$ cat src/rtl/reg_file_defs.vh
// Default geometry of the 16x32 register file, shared by the package and the RTL.
`ifndef REG_FILE_DEFS_VH
`define REG_FILE_DEFS_VH

`define RF_WIDTH_DEF     32
`define RF_DEPTH_DEF     16
`define RF_ADDR_W_DEF    4
`define RF_ZERO_ADDR_DEF 0

`endif

$ cat src/rtl/reg_file_16x32_pkg.sv
// Shared constants for reg_file_16x32; defaults come from reg_file_defs.vh.
package reg_file_16x32_pkg;
`include "reg_file_defs.vh"

    localparam int RF_WIDTH     = `RF_WIDTH_DEF;
    localparam int RF_DEPTH     = `RF_DEPTH_DEF;
    localparam int RF_ADDR_W    = `RF_ADDR_W_DEF;
    localparam int RF_ZERO_ADDR = `RF_ZERO_ADDR_DEF;

endpackage

$ cat src/rtl/reg_32bit_en.sv
// One storage word: loads d on the rising clk edge when en=1, async active-low clear.
module reg_32bit_en
    import reg_file_16x32_pkg::*;
#(
    parameter int WIDTH = RF_WIDTH
) (
    input  logic             clk,
    input  logic             reset,
    input  logic             en,
    input  logic [WIDTH-1:0] d,
    output logic [WIDTH-1:0] q
);

    logic [WIDTH-1:0] r_q;

    always_ff @(posedge clk or negedge reset) begin
        if (!reset)
            r_q <= '0;
        else if (en)
            r_q <= d;
    end

    assign q = r_q;

endmodule

$ cat src/rtl/reg_file_16x32.sv
// Two-read, one-write register file with a hardwired-zero register 0.
// Define REGFILE_BYPASS_EN to forward same-cycle write data onto matching read ports.
module reg_file_16x32
    import reg_file_16x32_pkg::*;
#(
    parameter int WIDTH  = RF_WIDTH,
    parameter int DEPTH  = RF_DEPTH,
    parameter int ADDR_W = RF_ADDR_W
) (
    input  logic              clk,
    input  logic              reset,
    input  logic              we,
    input  logic [ADDR_W-1:0] waddr,
    input  logic [WIDTH-1:0]  wdata,
    input  logic [ADDR_W-1:0] raddr1,
    output logic [WIDTH-1:0]  rdata1,
    input  logic [ADDR_W-1:0] raddr2,
    output logic [WIDTH-1:0]  rdata2
);

    localparam logic [ADDR_W-1:0] ZERO_ADDR = ADDR_W'(RF_ZERO_ADDR);

    logic [DEPTH-1:0][WIDTH-1:0] w_q;
    logic [DEPTH-1:1]            w_wsel;
    logic [WIDTH-1:0]            w_rd1;
    logic [WIDTH-1:0]            w_rd2;

    // One-hot write decode; slot 0 has no select, so writes to it vanish.
    always_comb begin
        w_wsel = '0;
        for (int i = 1; i < DEPTH; i++) begin
            if (we && (waddr == ADDR_W'(i)))
                w_wsel[i] = 1'b1;
        end
    end

    assign w_q[0] = '0;

    genvar g;
    generate
        for (g = 1; g < DEPTH; g++) begin : g_word
            reg_32bit_en #(.WIDTH(WIDTH)) u_word (
                .clk   (clk),
                .reset (reset),
                .en    (w_wsel[g]),
                .d     (wdata),
                .q     (w_q[g])
            );
        end
    endgenerate

    always_comb begin
        w_rd1 = w_q[raddr1];
        w_rd2 = w_q[raddr2];
    end

`ifdef REGFILE_BYPASS_EN
    // Forward only a write that will actually commit on the coming edge.
    logic w_wr_live;
    assign w_wr_live = we && reset && (waddr != ZERO_ADDR);

    assign rdata1 = (w_wr_live && (raddr1 == waddr)) ? wdata : w_rd1;
    assign rdata2 = (w_wr_live && (raddr2 == waddr)) ? wdata : w_rd2;
`else
    assign rdata1 = w_rd1;
    assign rdata2 = w_rd2;
`endif

endmodule

$ cat config.mk
export PLATFORM = sky130hd
export DESIGN_NAME = reg_file_16x32
export DESIGN_NICKNAME = d
export VERILOG_FILES = /design/src/rtl/reg_file_16x32_pkg.sv /design/src/rtl/reg_32bit_en.sv /design/src/rtl/reg_file_16x32.sv
export VERILOG_INCLUDE_DIRS = /design/src /design/src/rtl
export SDC_FILE = /design/constraint.sdc
export NUM_CORES = 1
export LEC_CHECK = 0
export CORE_MARGIN = 1
export CORE_UTILIZATION = 51
export CTS_CLUSTER_DIAMETER = 200
export DETAILED_ROUTE_END_ITERATION = 10
export PLACE_DENSITY = 0.75
export SLEW_MARGIN = 5
export SYNTH_ARGS = -nofsm -noshare
export SYNTH_HDL_FRONTEND = slang
export SYNTH_SLANG_ARGS = --single-unit
$ cat constraint.sdc
create_clock -name clk -period 2.05 [get_ports clk]
set_clock_uncertainty 0.1 [all_clocks]
set_input_delay 0.205 -clock clk [delete_from_list [all_inputs] [get_ports clk]]
set_output_delay 0.205 -clock clk [all_outputs]
set_load 0.01 [all_outputs]
==> flow_summary.toml <==
[run_status]
outcome = "finished, violations left"
violations = "setup timing"

[clock_network]
clock-sinks = 480
htree_levels = 2
cts_tree = "built"
path_clk_slew_ns = 0.06
insertion_delay_ns = 0.60
cts_root_buf = "clkbuf_16"
cts_max_path_buffers = 3
numCtsBuffers = 51

[die]
die_h_um = 225
dieArea_mm2 = 0.0508
io_pins = 111
die_x_um = 225
start_util_pct = 51.9
core_mm2 = 0.0491
num_rows = 81

[worst_setup_path]
reg2reg_depth = 3
crit_arrival_ns = 2.20
critPathSlowestCell = "mux4_2"
r2r-start = "g_word[14].u_word.q[15]"
required_ns = 1.75
worst-path-max-fanout = 3
path_buf_inv = 1
crit_path_start_kind = "flop"
crit_family = "multiplexers"
crit_top_cell = "mux4_2"
worst_path_largest_cell_delay_ns = 0.56
endpoint_kind = "output pin"
r2r_end = "g_word[14].u_word.q[15]"
rrSetupSlack_ns = 0.91
path_cells = "mux4_2 > mux4_2 > buf_6"
criticalPathCategory = "flop to output pin"

[cells_and_area]
area_growth_pct = 30.7
fillers = 3384
drive_above_1_share_pct = 53.2
multi_input_area_mm2 = 0.0132
seq_area_mm2 = 0.0120
fin_cells = 2832
nets = 2175
largest_reg_flops = 480

[sta]
slew_headroom_pct = 53.9
period_share_pct = 122
period_needed_ns = 2.51
finalSetupViolations = 64
tightestPinTransition_ns = 0.690
rsz0062_at_grt = "true"
finalHoldViolCount = 0
layout_setup_ws_ns = -0.455
drv_slew = 0
fmax_mhz = 399

[logic_synthesis]
synthCells = 1660
syn-num-nets = 1707
seq_area_frac_synth_pct = 47.2
yosys_register_bits = 480
syn_area_mm2 = 0.0255
ys_warn_count = 0
yosys.cell_types.count = 33
syn_avg_cell_area_um2 = 15.3

[global_routing]
grt_use_total_pct = 30.7
grt_pass1_vias = 19200
busiest_layer = "met2"
gr-usage-met1_pct = 42.3
grt_max_degree = 77
antenna_found_initial = 4
use_met3_pct = 5.54
grt_first_pass_wirelength_mm = 117
grt_overflow = 0
use_met2_pct = 49.0

[drt]
via_per_inst = 6.28
dr.first_iter.drc_count = 1670
drc = 0
drt-total-wl_mm = 76.0
vias = 17800
wl_per_cell_um = 26.8
firstDrtPassIters = 7
ant_nets = 0

[power]
cellLeakagePower_nw = 14.7
vdd_drop_max_uv = 739
power_per_cell_area_mw_per_mm2 = 978

[flow_run]
maxCapViolCount = 0

[worst_hold_path]
hold_path.class = "input pin to async pin"

[placed_design]
place_inst = 2701
portBuffers = 110
hpwl_mm = 49.6
gp_congestion = 0.851
pre_cts_slack_ns = -0.591
-- power by group --
group | internal [W] | switching [W]
sequential | 0.0117 | 0.00154
clock | 0.00558 | 0.00392
combinational | 0.00623 | 0.00357
total | 0.0235 | 0.00904
-- worst max path at each step --
stage	depth (start not counted)	start	end
2_1_floorplan	5	raddr1[1]	rdata1[29]
3_3_place_gp	5	raddr1[0]	rdata1[28]
3_5_place_dp	5	raddr1[0]	rdata1[28]
4_1_cts	3	g_word[11].u_word.q[31]	rdata2[31]
5_1_grt	3	g_word[15].u_word.q[30]	rdata1[30]
6_report	3	g_word[11].u_word.q[31]	rdata2[31]
-- routing by layer --
| layer | vias to the layer above | part of all wire, % |
|---|---|---|
| met2 | 735 | 48 |
| met3 | 176 | 7.3 |
| met4 | 2 | 3.4 |
| li1 | 7418 | - |
| met5 | - | 0.021 |
| met1 | 9450 | 41 |
-- stage by stage --
stage / util, % / power (W) / TNS (ns) / cell area [um^2] / hold slack (ns)
final: 67.8 / 0.0325 / -19.22 / 33300 / 0.0311
after global routing: 67.8 / 0.0339 / -21.94 / 33300 / 0.0789
after CTS: 67.0 / 0.0322 / -19.90 / 32900 / 0.0420
after detailed placement: 62.6 / 0.0223 / -76.22 / 30700 / 0.0856
after global placement: 62.6 / 0.0218 / -63.69 / 30700 / 0.0828
after floorplan: - / 0.0178 / 0 / 25500 / -0.191
-- cells by family (layout without fill, tap and decap cells) --
kind of cell,Yosys count,count (layout),share of synthesized area [%]
other,0,2,0
AO/OA/AOI/OAI,128,128,4.17
flip-flops,480,480,47.2
multiplexers,815,815,44.2
AND/OR/NAND/NOR,64,64,1.19
buffers and inverters,173,679,3.26
-- layout make-up --
cell class / count / area share (%)
Antenna cell: 2 / 0.0150
Clock buffer: 75 / 4.53
Tap cell: 664 / 2.50
Inverter: 1 / 0.0113
Clock inverter: 16 / 0.594
Sequential cell: 480 / 36.1
Timing Repair Buffer: 587 / 16.7
Multi-Input combinational cell: 1007 / 39.5
-- synth_stat cells, drive strengths merged --
| cell type | number | area share, % |
|---|---|---|
| nor3b | 3 | 0.11 |
| a21oi | 14 | 0.28 |
| inv | 1 | 0.015 |
| dfrtp | 480 | 47 |
| nor2 | 9 | 0.13 |
| buf | 106 | 2.3 |
| mux2 | 544 | 24 |
| clkbuf | 66 | 0.99 |
| and3 | 2 | 0.049 |
| nand2b | 3 | 0.074 |
| nand2 | 34 | 0.50 |
| a22o | 34 | 1.2 |
| and2 | 1 | 0.025 |
| mux4 | 193 | 17 |
| a221o | 30 | 1.2 |
| or3 | 3 | 0.074 |
| mux2i | 78 | 3.1 |
| or2 | 1 | 0.025 |
| nand3 | 1 | 0.020 |
| nor3 | 1 | 0.020 |
| a221oi | 32 | 1.1 |
| nand3b | 3 | 0.088 |
| nor2b | 3 | 0.074 |
| a22oi | 1 | 0.029 |
| o21ai | 1 | 0.020 |
| a31oi | 16 | 0.39 |
-- repair_timing --
action | CTS | global route
pin swaps | 31 | 19
hold buffers | 1 | 0
setup endpoints to repair | 64 | 64
endpoints found under the hold margin | 382 | 0
resized for setup | 382 | 52
setup buffers | 24 | 26
cloned | 0 | 0
-- cells in the final DEF (no fill, tap or decap), drive strengths merged --
| master | Yosys | routed |
|---|---|---|
| nor2 | 9 | 9 |
| nand2b | 3 | 3 |
| mux4 | 193 | 193 |
| clkdlybuf4s50 | 0 | 37 |
| dlygate4sd3 | 0 | 1 |
| dfrtp | 480 | 480 |
| nand3b | 3 | 3 |
| mux2 | 544 | 544 |
| diode | 0 | 2 |
| a22o | 34 | 34 |
| clkbuf | 66 | 77 |
| mux2i | 78 | 78 |
| a221oi | 32 | 32 |
| clkinvlp | 0 | 1 |
| nor3 | 1 | 1 |
| nor3b | 3 | 3 |
| a221o | 30 | 30 |
| buf | 106 | 547 |
| and2 | 1 | 1 |
| inv | 1 | 2 |
| o21ai | 1 | 1 |
| a22oi | 1 | 1 |
| or2 | 1 | 1 |
| nand2 | 34 | 34 |
| nor2b | 3 | 3 |
| and3 | 2 | 2 |
| a21oi | 14 | 14 |
| a31oi | 16 | 16 |
| or3 | 3 | 3 |
| bufinv | 0 | 4 |
| clkinv | 0 | 10 |
| nand3 | 1 | 1 |
Power figures use the tool's default switching activity.
